## src/rtl/decode_stage.sv

```systemverilog
// rtl/decode_stage.sv - single-entry registered RV32 subset decoder with valid/ready handshake
module decode_stage #(
   parameter int XLEN  = 32,
   parameter int CNT_W = 8
) (
   input  logic             clk,
   input  logic             rst_n,
   input  logic             flush,
   input  logic             in_valid,
   output logic             in_ready,
   input  logic [31:0]      Instruction,
   input  logic [XLEN-1:0]  PC,
   output logic             out_valid,
   input  logic             out_ready,
   output logic             RegWrite,
   output logic             ALUSrc,
   output logic             MemWrite,
   output logic             Branch,
   output logic             Jump,
   output logic             Illegal,
   output logic [1:0]       ResultSrc,
   output logic [2:0]       ImmSrc,
   output logic [3:0]       ALUControl,
   output logic [XLEN-1:0]  Imm,
   output logic [4:0]       Rs1,
   output logic [4:0]       Rs2,
   output logic [4:0]       Rd,
   output logic [XLEN-1:0]  PC_out,
   output logic [CNT_W-1:0] IllegalCount
);

   localparam logic [6:0] OP_LOAD  = 7'b0000011;
   localparam logic [6:0] OP_STORE = 7'b0100011;
   localparam logic [6:0] OP_R     = 7'b0110011;
   localparam logic [6:0] OP_I     = 7'b0010011;
   localparam logic [6:0] OP_BR    = 7'b1100011;
   localparam logic [6:0] OP_JAL   = 7'b1101111;
   localparam logic [6:0] OP_LUI   = 7'b0110111;

   logic        reg_write_d, alu_src_d, mem_write_d, branch_d, jump_d, illegal_d;
   logic [1:0]  result_src_d;
   logic [2:0]  imm_src_d;
   logic [3:0]  alu_ctrl_d;
   logic [31:0] imm32;
   logic        accept;

   assign in_ready = !out_valid | out_ready;
   assign accept   = in_valid & in_ready;

   // Shared R/I ALU decode; allow_sub is 0 for I-ALU so funct3=000 is always add.
   function automatic logic [3:0] alu_decode(input logic [2:0] f3, input logic f7b5,
                                             input logic allow_sub);
      logic [3:0] r;
      r = 4'b0000;
      case (f3)
         3'b000:  r = (allow_sub && f7b5) ? 4'b0001 : 4'b0000;
         3'b001:  r = 4'b0110;
         3'b010:  r = 4'b0101;
         3'b100:  r = 4'b0100;
         3'b101:  r = f7b5 ? 4'b1000 : 4'b0111;
         3'b110:  r = 4'b0011;
         3'b111:  r = 4'b0010;
         default: r = 4'b0000;
      endcase
      return r;
   endfunction

   always_comb begin
      reg_write_d  = 1'b0;
      alu_src_d    = 1'b0;
      mem_write_d  = 1'b0;
      branch_d     = 1'b0;
      jump_d       = 1'b0;
      illegal_d    = 1'b0;
      result_src_d = 2'b00;
      imm_src_d    = 3'b000;
      alu_ctrl_d   = 4'b0000;
      case (Instruction[6:0])
         OP_LOAD: begin
            reg_write_d  = 1'b1;
            alu_src_d    = 1'b1;
            result_src_d = 2'b01;
         end
         OP_STORE: begin
            alu_src_d   = 1'b1;
            mem_write_d = 1'b1;
            imm_src_d   = 3'b001;
         end
         OP_R: begin
            reg_write_d = 1'b1;
            alu_ctrl_d  = alu_decode(Instruction[14:12], Instruction[30], 1'b1);
         end
         OP_I: begin
            reg_write_d = 1'b1;
            alu_src_d   = 1'b1;
            alu_ctrl_d  = alu_decode(Instruction[14:12], Instruction[30], 1'b0);
         end
         OP_BR: begin
            branch_d   = 1'b1;
            imm_src_d  = 3'b010;
            alu_ctrl_d = 4'b0001;
         end
         OP_JAL: begin
            reg_write_d  = 1'b1;
            jump_d       = 1'b1;
            result_src_d = 2'b10;
            imm_src_d    = 3'b011;
         end
         OP_LUI: begin
            reg_write_d = 1'b1;
            alu_src_d   = 1'b1;
            imm_src_d   = 3'b100;
         end
         default: illegal_d = 1'b1;
      endcase
   end

   // Immediates are assembled at 32 bits and then sign-extended to XLEN.
   always_comb begin
      imm32 = 32'd0;
      case (imm_src_d)
         3'b001:  imm32 = {{20{Instruction[31]}}, Instruction[31:25], Instruction[11:7]};
         3'b010:  imm32 = {{20{Instruction[31]}}, Instruction[7], Instruction[30:25],
                           Instruction[11:8], 1'b0};
         3'b011:  imm32 = {{12{Instruction[31]}}, Instruction[19:12], Instruction[20],
                           Instruction[30:21], 1'b0};
         3'b100:  imm32 = {Instruction[31:12], 12'd0};
         default: imm32 = {{20{Instruction[31]}}, Instruction[31:20]};
      endcase
   end

   always_ff @(posedge clk) begin
      if (!rst_n) begin
         out_valid    <= 1'b0;
         RegWrite     <= 1'b0;
         ALUSrc       <= 1'b0;
         MemWrite     <= 1'b0;
         Branch       <= 1'b0;
         Jump         <= 1'b0;
         Illegal      <= 1'b0;
         ResultSrc    <= 2'b00;
         ImmSrc       <= 3'b000;
         ALUControl   <= 4'b0000;
         Imm          <= '0;
         Rs1          <= 5'd0;
         Rs2          <= 5'd0;
         Rd           <= 5'd0;
         PC_out       <= '0;
         IllegalCount <= '0;
      end else if (flush) begin
         out_valid <= 1'b0;
      end else if (accept) begin
         out_valid  <= 1'b1;
         RegWrite   <= reg_write_d;
         ALUSrc     <= alu_src_d;
         MemWrite   <= mem_write_d;
         Branch     <= branch_d;
         Jump       <= jump_d;
         Illegal    <= illegal_d;
         ResultSrc  <= result_src_d;
         ImmSrc     <= imm_src_d;
         ALUControl <= alu_ctrl_d;
         Imm        <= XLEN'($signed(imm32));
         Rs1        <= Instruction[19:15];
         Rs2        <= Instruction[24:20];
         Rd         <= Instruction[11:7];
         PC_out     <= PC;
         if (illegal_d && (IllegalCount != {CNT_W{1'b1}}))
            IllegalCount <= IllegalCount + 1'b1;
      end else if (out_ready) begin
         out_valid <= 1'b0;
      end
   end

endmodule

```

## config.mk

```make
export PLATFORM = sky130hd
export DESIGN_NAME = decode_stage
export DESIGN_NICKNAME = d
export VERILOG_FILES = /design/src/rtl/decode_stage.sv
export SDC_FILE = /design/constraint.sdc
export NUM_CORES = 1
export LEC_CHECK = 0
export BUFFER_PORTS_ARGS = -buffer_cell sky130_fd_sc_hd__buf_2
export CORE_MARGIN = 1.5
export CORE_UTILIZATION = 42
export DETAILED_ROUTE_END_ITERATION = 10
export PLACE_DENSITY_LB_ADDON = 0.3
export REMOVE_ABC_BUFFERS = 1
export SYNTH_ARGS = -nofsm -noshare
export SYNTH_HDL_FRONTEND = slang
export SYNTH_SLANG_ARGS = --single-unit
```

## constraint.sdc

```tcl
create_clock -name clk -period 2.05 [get_ports clk]
set_input_delay 0.41 -clock clk [delete_from_list [all_inputs] [get_ports clk]]
set_output_delay 0.41 -clock clk [all_outputs]
set_load 0.05 [all_outputs]
```

# Yosys cells after proc, flatten, opt, wreduce, memory -nomap -nowiden
# Index checks and enable logic that the tools add are counted.
[word_totals]
register_bits = 103
input_bits = 69
output_inout_bits = 104
word_cells = 65
[op_classes]
addsub = 1
eq_ne = 18
mux = 16
bitwise_logic = 4
reduce_logical = 10
[op_table]
columns = ["cell", "n"]
rows = [
  ["one-hot mux 31 bit (4 select lines)", 1],
  ["one-hot mux 4 bit (7 select lines)", 1],
  ["one-hot mux 4 bit (6 select lines)", 1],
  ["equality test 7 x 6 -> 1 bit, second input constant", 3],
  ["equality test 3 bit, second input constant", 5],
  ["equality test 7 bit, second input constant", 2],
  ["one-hot mux 3 bit (4 select lines)", 1],
  ["one-hot mux 4 bit (3 select lines)", 1],
  ["equality test 3 x 2 -> 1 bit, second input constant", 3],
  ["2-to-1 mux 1 bit", 9],
  ["adder 8 x 1 -> 8 bit, second input constant", 1],
  ["inequality test 8 bit, second input constant", 1],
  ["equality test 7 x 2 -> 1 bit, second input constant", 1],
  ["equality test 7 x 5 -> 1 bit, second input constant", 1],
  ["OR reduction 7 bit", 1],
  ["equality test 3 x 1 -> 1 bit, second input constant", 2],
  ["OR reduction 5 bit", 1],
  ["2-to-1 mux 4 bit", 1],
  ["one-hot mux 2 bit (2 select lines)", 1],
  ["OR reduction 4 bit", 1],
  ["logical NOT 3 bit", 1],
  ["AND reduction 3 bit", 1],
  ["inverter 1 bit", 2],
  ["AND reduction 2 bit", 1],
  ["6 further kinds", 6],
]

# Logic depth before layout (Yosys ltp)
# Gate-level depths: netlist (run 1).
[logic_depth]
depth_word = 5
ltp_mapped = 7
depth_no_buf = 6

# Least setup slack after synthesis (run 1)
# OpenSTA, ideal clock, no wires.
[synth_path]
path_kind = "register to register"
startpoint = "register out_valid"
endpoint = "register PC_out[29]"
setup_ns = 0.071
arrival_ns = 2.343
required_time_ns = 1.979
setup_slack_ns = -0.364
stages_incl_launch_ff = 8
path_buffers = 2
period_less_slack_ns = 2.414
path_cell_list = "dfxtp_1 > nor2b_1 > clkinv_1 > nand3b_1 > clkbuf_1 > clkbuf_1 > nand2_1 > a21oi_1"
[synth_between]
elab_chain_len = 4
[synth_lines]
columns = ["item", "line_no", "text"]
rows = [
  ["start: declaration", "13", "output logic out_valid,"],
  ["start signal: assignment", "134", "out_valid <= 1'b0;"],
  ["start signal: assignment", "151", "out_valid <= 1'b0;"],
  ["start signal: assignment", "153", "out_valid <= 1'b1;"],
  ["logical NOT 1 bit", "47", "assign in_ready = !out_valid | out_ready;"],
  ["OR 1 bit", "47", ""],
  ["via in_ready", "10", "output logic in_ready,"],
  ["AND 1 bit", "48", "assign accept = in_valid & in_ready;"],
  ["AND reduction 2 bit (no line)", "n/a", ""],
  ["end signal: assignment", "148", "PC_out <= '0;"],
  ["end signal: assignment", "167", "PC_out <= PC;"],
  ["end: declaration", "28", "output logic [XLEN-1:0] PC_out,"],
]
# The timed path passes the listed nets, and every way through them passes these cells.
# A chain may end at the register's enable or synchronous reset.

# Worst setup path in the final report (run 1)
[layout_path]
startpoint = "register out_valid"
endpoint = "register IllegalCount[7]"
[layout_between]
elab_chain_len = 4
[layout_lines]
columns = ["item", "line_no", "text"]
rows = [
  ["logical NOT 1 bit", "47", ""],
  ["OR 1 bit", "47", ""],
  ["AND 1 bit", "48", ""],
  ["AND reduction 3 bit (no line)", "n/a", ""],
  ["end signal: assignment", "169", "IllegalCount <= IllegalCount + 1'b1;"],
  ["end: declaration", "29", "output logic [CNT_W-1:0] IllegalCount"],
]
# No other way between the ends.

==> flow_summary.yaml, run 1 <==
placement:
  port_buffers: 172
  dp_slack_ns: -0.0874
  placed_cells: 760
  place.gp.congestion: 0.856
  hpwl_um: 7900
  placed_area_um2: 5040
pwr:
  power.leakage_nw: 2.41
  finalPower_mw: 4.29
  p_per_area_nw_per_um2: 816
  irDropWorstVdd_mv: 0.406
sta:
  relSlewSlack_pct: 58.7
  worstMarginPinSlew_ns: 0.618
  fin_crit_sh_pct: 91.7
  rsz0062_at_grt: "false"
  fin_ws_ns: 0.170
  worst_clock_skew_ns: 0.00867
  hold_viol: 0
  min_period_ns: 1.88
  max_freq_mhz: 532
  final_max_slew_viol_count: 0
  setup_viol: 0
synth:
  seq_area_frac_synth_pct: 51.9
  yosys.area_share.simple_pct: 23.1
  synth_xor_area_share_pct: 0
  synth_top_family_by_area: "simple AND/OR/NAND/NOR gates"
  synth_top_cell_by_area: "dfxtp_1"
  yosys_warnings: 0
  synthFlopType: "dfxtp_1"
  syn_inst: 485
  async_reset_ff_share_pct: 0
  postSynthAreaPerCell_um2: 8.12
  muxShareOfSynthArea_pct: 0.509
  synth_area_um2: 3940
  yosysTopAreaCellShare_pct: 51.9
  synth_adder_area_share_pct: 0.318
  ys_top_cells_by_area: "dfxtp_1 52%, nand2_1 12%, a21oi_1 11%"
  synth.distinct_cells: 45
  synth_seq_cells: 102
  synth_compound_area_share_pct: 20.2
  synth_edf_count: 0
worst_setup_path:
  crit_path_end_kind: "flip-flop"
  worst-path-max-fanout: 9
  required_ns: 2.34
  worst-endpoint-arrival_ns: 2.17
  path_class: "flip-flop to flip-flop"
  crit_path_start_kind: "flip-flop"
  rrSetupSlack_ns: 0.17
die:
  die_h_um: 99.8
  rows: 35
  dieWidth_um: 99.8
  io_pins: 173
  dieArea_um2: 9960
  start_util_pct: 43.0
  core_area_um2: 9150
clock_tree:
  path_clk_slew_ns: 0.10
  cts_setup_buffers: 0
  root_buffer: "clkbuf_8"
  cts_tree: "done"
  cts.repair.resized: 0
  cts-hold-fix-buffers: 0
  clock_sinks: 102
  numCtsBuffers: 9
  cts_max_level: 3
  clockBufferDepth: 2
  worstSkewPairLatency_ns: 0.37
drt:
  drt_iter0_drc: 124
  viasPerCell: 5.18
  drt_pass1_iterations: 4
  wire_per_inst_um: 14.3
  drt_wl_total_um: 11100
  postRouteAntennaNets: 0
  via_count: 4016
  drcViolationCount: 0
layout:
  fillerInstances: 891
  instances_no_fill: 775
  diodes: 0
  layout-drive-gt1-share_pct: 33.7
  syn_to_final_growth_pct: 33.6
  final_area_um2: 5260
  fin_nets: 730
flow_run:
  cap_violations: 0
global_routing:
  antenna_found_initial: 0
  grt_pass1_wl_um: 17700
  grt_pass1_vias: 3830
  grtUsageTotal_pct: 22.3
  grt_max_degree: 58
  grt-ovfl-total: 0
outcome:
  status: "completed"
hold_path:
  hold_class: "primary input to flip-flop"
synth_stat cells (all sizes together) (6+ instances only):
library cell	count
o22ai	12
dfxtp	102
a21oi	87
nand2	121
o21ai	20
nor3	8
nor2	27
a22oi	6
clkbuf	29
and3	6
nor2b	7
sequential cells by signal (all words and copies together), names as in the netlist:
register      flops
ImmSrc            3
Rs1               5
Imm              32
Rd                5
ResultSrc         1
PC_out           32
out_valid         1
Rs2               5
Illegal           1
RegWrite          1
MemWrite          1
ALUSrc            1
Branch            1
ALUControl        4
IllegalCount      8
Jump              1
final cells by class:
type,instances,area (um^2),area share [%]
Clock buffer,10,128,2.43
Sequential cell,102,2040,38.8
Clock inverter,5,83.8,1.59
Timing Repair Buffer,198,1090,20.8
Inverter,6,22.5,0.428
Multi-Input combinational cell,343,1750,33.3
Tap cell,111,139,2.64
power by group:
group | total [mW] | switching (mW) | internal (mW)
combinational | 0.806 | 0.578 | 0.228
clock | 1.37 | 0.687 | 0.687
sequential | 2.11 | 0.0436 | 2.07
metal layers:
layer / vias up / wire length [um] / GRT usage, % / part of all wire, %
met3: 14 / 766 / 5.64 / 6.9
met2: 128 / 5540 / 38.7 / 50
met5: - / 0 / 0 / 0
li1: 2020 / - / - / -
met1: 1854 / 4570 / 26.0 / 41
met4: 0 / 183 / 9.43 / 1.7
worst max-delay path, stage by stage (launching register included):
cell and delay (ns):
dfxtp_1 0.32, nor2b_1 0.14, clkinv_1 0.05, nand3b_1 0.16, or3_4 0.48, or4_1 0.51, a21oi_1 0.14
cell usage in the layout (no fill, tap or decap), types with 5 or more instances in the layout:
| cell type | netlist | routed |
|---|---|---|
| dfxtp_1 | 102 | 102 |
| buf_4 | 1 | 23 |
| and3_1 | 6 | 6 |
| nor2b_1 | 6 | 6 |
| buf_2 | 2 | 172 |
| nand2_1 | 121 | 121 |
| o22ai_1 | 12 | 12 |
| nor3_1 | 8 | 7 |
| o21ai_0 | 20 | 20 |
| a21oi_1 | 86 | 86 |
| clkbuf_8 | 0 | 9 |
| a22oi_1 | 6 | 6 |
| nor2_1 | 27 | 27 |
| nand4_1 | 5 | 5 |
final timing paths:
path	endpoint	cells past startpoint	start
worst max-delay path	IllegalCount[7]	6	out_valid
worst min-delay path	PC_out[13]	3	PC[13]
worst max register to register	IllegalCount[7]	6	out_valid
worst min register to register	ALUControl[2]	2	ALUControl[2]
through the flow:
step | util, % | TNS [ns] | hold WS (ns)
2_1_floorplan | - | -356.79 | 0.489
3_3_place_gp | 55.1 | -0.290 | 0.438
3_5_place_dp | 55.1 | -0.570 | 0.443
4_1_cts | 57.4 | 0 | 0.251
5_1_grt | 57.5 | 0 | 0.250
6_report | 57.5 | 0 | 0.266
logic make-up (layout without fill, tap and decap cells):
| group | Yosys count | in the layout |
|---|---|---|
| flops | 102 | 102 |
| buf+inv | 40 | 219 |
| mux | 2 | 2 |
| simple gates | 200 | 200 |
| compound gates | 140 | 140 |
| fa+ha+maj | 1 | 1 |
Note: power is estimated with default switching activity, not from simulation.
==> run 2, diff against run 1 <==
--- a/config.mk
+++ b/config.mk
@@ -10,5 +10,5 @@
 export CORE_UTILIZATION = 42
 export DETAILED_ROUTE_END_ITERATION = 10
-export PLACE_DENSITY_LB_ADDON = 0.3
+export PLACE_DENSITY = 0.82
 export REMOVE_ABC_BUFFERS = 1
 export SYNTH_ARGS = -nofsm -noshare
==> constraint.sdc (replaced) <==
create_clock -name clk -period 2.05 [get_ports clk]
set_input_delay 0.205 -clock clk [delete_from_list [all_inputs] [get_ports clk]]
set_output_delay 0.205 -clock clk [all_outputs]
set_load 0.05 [all_outputs]
==> flow_summary.yaml, run 2 (synthesized netlist as in run 1, its figures left out) <==
drt:
  postRouteAntennaNets: 0
  highest_layer: "met4"
  route.layer.met1.wl_um: 4620
  routed-wl-met2_um: 5460
  wl_met3_um: 808
  wire_per_inst_um: 14.5
  drt_wl_total_um: 11000
  drcViolationCount: 0
  via_count: 4062
  drt_iter0_drc: 265
  drt_pass1_iterations: 5
  viasPerCell: 5.33
worst_setup_path:
  crit_cells: 6
  crit_path_start_kind: "flip-flop"
  worstRegToRegCells: 6
  cp-startpoint: "out_valid"
  slowest_delay_ns: 0.53
  rrSetupSlack_ns: 0.06
  worst-endpoint-arrival_ns: 2.27
  worst-path-max-fanout: 7
  endpoint: "IllegalCount[7]"
  reg2reg_from: "out_valid"
  crit_chain: "nor2b_1 > clkinv_1 > nand3b_1 > or3_1 > or4_1 > a21oi_1"
  crit_path_end_kind: "flip-flop"
  path_class: "flip-flop to flip-flop"
  critPathTopFamily: "simple AND/OR/NAND/NOR gates"
  crit_path_top_delay_cell: "or3_1"
  required_ns: 2.34
  critPathBufInv: 1
  r2r_end: "IllegalCount[7]"
layout:
  fillerInstances: 866
  top_regs: "Imm: 32 flops, PC_out: 32 flops, IllegalCount: 8 flops"
  diodes: 0
  final_core_util_pct: 55.9
  fin_nets: 716
  layout-drive-gt1-share_pct: 32.4
  multi_input_area_um2: 1750
  seq_area_um2: 2040
  instances_no_fill: 762
  final_common_cell: "buf_2"
  syn_to_final_growth_pct: 30.0
  final_cell_mix: "172 x buf_2, 121 x nand2_1, 102 x dfxtp_1"
die:
  dieArea_um2: 9960
  rows: 35
  dieWidth_um: 99.8
  io_pins: 173
  core_area_um2: 9150
  start_util_pct: 43.0
  die_h_um: 99.8
global_routing:
  grt_pass1_wl_um: 17000
  antenna_found_initial: 0
  grtUsageTotal_pct: 21.1
  grt_pass1_vias: 3694
  grt-ovfl-total: 0
  grt_max_degree: 77
pwr:
  p_sw_share_pct: 32.0
  finalPower_mw: 4.12
  comb_power_share_pct: 19.1
  p_per_area_nw_per_um2: 805
  pwr-share-clk_pct: 29.5
  p_sw_mw: 1.32
  power.leakage_nw: 2.33
  irDropWorstVdd_mv: 0.378
  intPower_mw: 2.80
  power_frac_seq_pct: 51.4
sta:
  relSlewSlack_pct: 56.8
  fin_crit_sh_pct: 96.8
  setup_viol: 0
  rsz0062_at_grt: "true"
  hold_viol: 0
  worstMarginPinSlew_ns: 0.646
  worst_clock_skew_ns: 0.0112
  max_freq_mhz: 504
  min_period_ns: 1.99
  final_max_slew_viol_count: 0
clock_tree:
  cts_tree: "done"
  root_buffer: "clkbuf_8"
  numCtsBuffers: 9
  path_clk_slew_ns: 0.10
  cts-hold-fix-buffers: 0
  worstSkewPairLatency_ns: 0.36
  clockBufferDepth: 2
  cts_max_level: 3
  clock_sinks: 102
placement:
  place.gp.congestion: 0.888
  placed_cells: 745
  hpwl_um: 7660
  port_buffers: 172
hold_path:
  hold_class: "primary input to flip-flop"
outcome:
  status: "completed"
flow_run:
  cap_violations: 0
[run 2: cell types whose count changed in the layout (fill, tap and decap cells not counted), moves of 2 or more]
cell and change:
buf_4 -13, buf_12 -3, bufinv_16 -2, clkbuf_8 +2, clkinv_4 +3
[run 2: timing repair]
action / CTS / global route
hold endpoints to repair: 0 / 0
setup endpoints to repair: 0 / 4
setup buffers: 0 / 0
gates resized for setup: 0 / 2
[run 2: per-layer routing]
| layer | up-vias | global-route usage, % |
|---|---|---|
| met1 | 1877 | 25.4 |
| met3 | 19 | 5.01 |
| met4 | 0 | 8.67 |
| met2 | 170 | 36.1 |
| met5 | - | 0 |
| li1 | 1996 | - |
[run 2: worst min path at each step]
stage,start,to,depth (start not counted)
after floorplan,flush,out_valid,1
after global placement,flush,out_valid,2
after CTS,flush,out_valid,2
after global routing,flush,out_valid,2
after detailed placement,flush,out_valid,2
final,flush,out_valid,2
[run 2: final cells by class]
| class | instances | share of cell area [%] |
|---|---|---|
| Clock buffer | 11 | 2.96 |
| Clock inverter | 5 | 0.831 |
| Inverter | 6 | 0.440 |
| Multi-Input combinational cell | 343 | 34.1 |
| Sequential cell | 102 | 39.9 |
| Tap cell | 111 | 2.71 |
| Timing Repair Buffer | 184 | 19.0 |
[run 2: per-stage QoR]
stage | area (um^2) | hold slack (ns) | setup TNS, ns | worst slack (ns)
4_1_cts | 5090 | 0.0170 | 0 | 0.0605
6_report | 5120 | 0.0342 | 0 | 0.0648
3_5_place_dp | 4900 | 0.419 | 0 | 0.0448
5_1_grt | 5120 | 0.0166 | -0.0985 | -0.0393
3_3_place_gp | 4900 | 0.413 | 0 | 0.121
2_1_floorplan | 3800 | 0.284 | -356.79 | -5.05
[run 2: power by group through the flow]
stage / Sequential [mW] / Clock [mW] / Combinational, mW
2_1_floorplan: 2.48 / 0 / 0.210
3_3_place_gp: 2.16 / 0 / 0.765
3_5_place_dp: 2.16 / 0 / 0.781
4_1_cts: 2.12 / 1.25 / 0.782
5_1_grt: 2.13 / 1.34 / 0.842
6_report: 2.12 / 1.21 / 0.787
[run 2: worst reg2reg max path: stages, from the launching register on]
cell and delay (ns):
dfxtp_1 0.32, nor2b_1 0.15, clkinv_1 0.06, nand3b_1 0.19, or3_1 0.53, or4_1 0.53
a21oi_1 0.15
==> run 3, diff against run 2 <==
- CORE_UTILIZATION: 42 -> 30
- PLACE_DENSITY: 0.82 -> 0.64
==> flow_summary.yaml, run 3 (synthesized netlist as in run 1, its figures left out) <==
worst_setup_path:
  r2r_end: "IllegalCount[7]"
  crit_chain: "nor2b_1 > clkinv_1 > nand3b_1 > or3_1 > or4_1 > a21oi_1"
  required_ns: 2.33
  worstRegToRegCells: 6
  reg2reg_from: "out_valid"
  worst-path-max-fanout: 8
  worst-endpoint-arrival_ns: 2.17
  rrSetupSlack_ns: 0.15
  crit_path_end_kind: "flip-flop"
  slowest_delay_ns: 0.53
  path_class: "flip-flop to flip-flop"
  crit_path_top_delay_cell: "or4_1"
  crit_path_start_kind: "flip-flop"
pwr:
  power.leakage_nw: 2.38
  pwr-share-clk_pct: 35.1
  finalPower_mw: 4.49
  intPower_mw: 3.17
  p_per_area_nw_per_um2: 848
  irDropWorstVdd_mv: 0.448
  comb_power_share_pct: 17.7
  p_sw_share_pct: 29.4
  power_frac_seq_pct: 47.2
  p_sw_mw: 1.32
layout:
  diodes: 0
  layout-drive-gt1-share_pct: 32.2
  final_common_cell: "buf_2"
  syn_to_final_growth_pct: 34.6
  final_cell_mix: "172 x buf_2, 121 x nand2_1, 102 x dfxtp_1"
  fin_nets: 719
  top_regs: "Imm: 32 flops, PC_out: 32 flops, IllegalCount: 8 flops"
global_routing:
  antenna_found_initial: 0
  grt-ovfl-total: 0
  grt_max_degree: 51
  grtUsageTotal_pct: 16.7
  grt_pass1_vias: 3874
  grt_pass1_wl_um: 18800
drt:
  wire_per_inst_um: 14.1
  drt_iter0_drc: 203
  drt_pass1_iterations: 4
  viasPerCell: 4.81
  drcViolationCount: 0
  drt_wl_total_um: 11600
  postRouteAntennaNets: 0
  via_count: 3971
sta:
  min_period_ns: 1.90
  hold_viol: 0
  final_max_slew_viol_count: 0
  worst_clock_skew_ns: 0.00246
  fin_crit_sh_pct: 92.5
  worstMarginPinSlew_ns: 0.584
  fin_ws_ns: 0.153
  relSlewSlack_pct: 61.0
  setup_viol: 0
  max_freq_mhz: 527
  rsz0062_at_grt: "false"
clock_tree:
  clockBufferDepth: 2
  root_buffer: "clkbuf_16"
  numCtsBuffers: 9
  worstSkewPairLatency_ns: 0.34
  cts_max_level: 3
  clock_sinks: 102
  cts_tree: "done"
  cts-hold-fix-buffers: 0
  path_clk_slew_ns: 0.06
outcome:
  status: "completed"
die:
  die_h_um: 118
  dieArea_um2: 13800
  rows: 41
  dieWidth_um: 118
  start_util_pct: 30.9
  io_pins: 173
  core_area_um2: 12700
placement:
  place.gp.congestion: 0.857
  port_buffers: 172
  dp_slack_ns: 0.0362
  hpwl_um: 8530
hold_path:
  hold_class: "primary input to flip-flop"
  min_path_cells: 2
  holdPathEnd: "out_valid"
  hold_start: "flush"
flow_run:
  cap_violations: 0
==> run 3: cell count changes in the layout (fill, tap and decap cells not counted), sizes merged <==
cell	previous run	this run
clkinvlp	1	0
clkinv	4	2
clkbuf	12	14
buf	183	187
inv	6	5
==> run 3: cell type report <==
class                   count  area, um^2
clock inverters             1        5.00
repair buffers            187        1000
multi-input cells         343        1750
flip-flops and latches    102        2040
well taps                 172         215
clock buffers              14         264
fillers                  1371        7420
inverters                   6        22.5
==> run 3: worst max path at each step <==
stage               slack [ns]              end           start
floorplan                -5.05          Imm[20]       out_valid
global placement          0.10  IllegalCount[3]  Instruction[3]
detailed placement        0.04  IllegalCount[2]  Instruction[3]
CTS                       0.08  IllegalCount[0]       out_valid
global route              0.02  IllegalCount[7]       out_valid
finish                    0.15  IllegalCount[7]       out_valid
==> run 3: what timing repair did <==
item | CTS | global route
gates resized for setup | 0 | 2
endpoints found under the hold margin | 0 | 0
endpoints found under the setup margin | 0 | 6
setup buffers | 0 | 0
==> run 3: critical path: cells and delay by family, from the launching register on <==
| kind | cells | cell delay [ns] |
|---|---|---|
| compound gates | 1 | 0.14 |
| buf+inv | 1 | 0.07 |
| simple gates | 4 | 1.32 |
| flops | 1 | 0.30 |
==> run 3: metal layers <==
metal / vias up / part of all wire [%] / global-route usage [%]
met2: 124 / 48 / 28.4
met1: 1838 / 43 / 20.0
met4: 0 / 1.7 / 6.94
li1: 1995 / - / -
met3: 14 / 6.7 / 4.46
met5: - / 0 / 0
==> run 3: through the flow <==
stage	TNS (ns)	instance area [um^2]	cells	utilization, %	hold WS [ns]
2_1_floorplan	-356.79	3800	451	-	0.284
3_3_place_gp	0	5020	810	39.5	0.411
3_5_place_dp	0	5020	810	39.5	0.430
4_1_cts	0	5290	825	41.6	0.0590
5_1_grt	0	5300	825	41.6	0.0640
6_report	0	5300	825	41.6	0.0698
==> run 3: power groups by stage <==
stage | combinational (mW) | sequential, mW | clock [mW]
finish | 0.793 | 2.12 | 1.58
global route | 0.852 | 2.13 | 1.72
CTS | 0.797 | 2.12 | 1.64
detailed placement | 0.796 | 2.16 | 0
global placement | 0.784 | 2.16 | 0
floorplan | 0.210 | 2.48 | 0
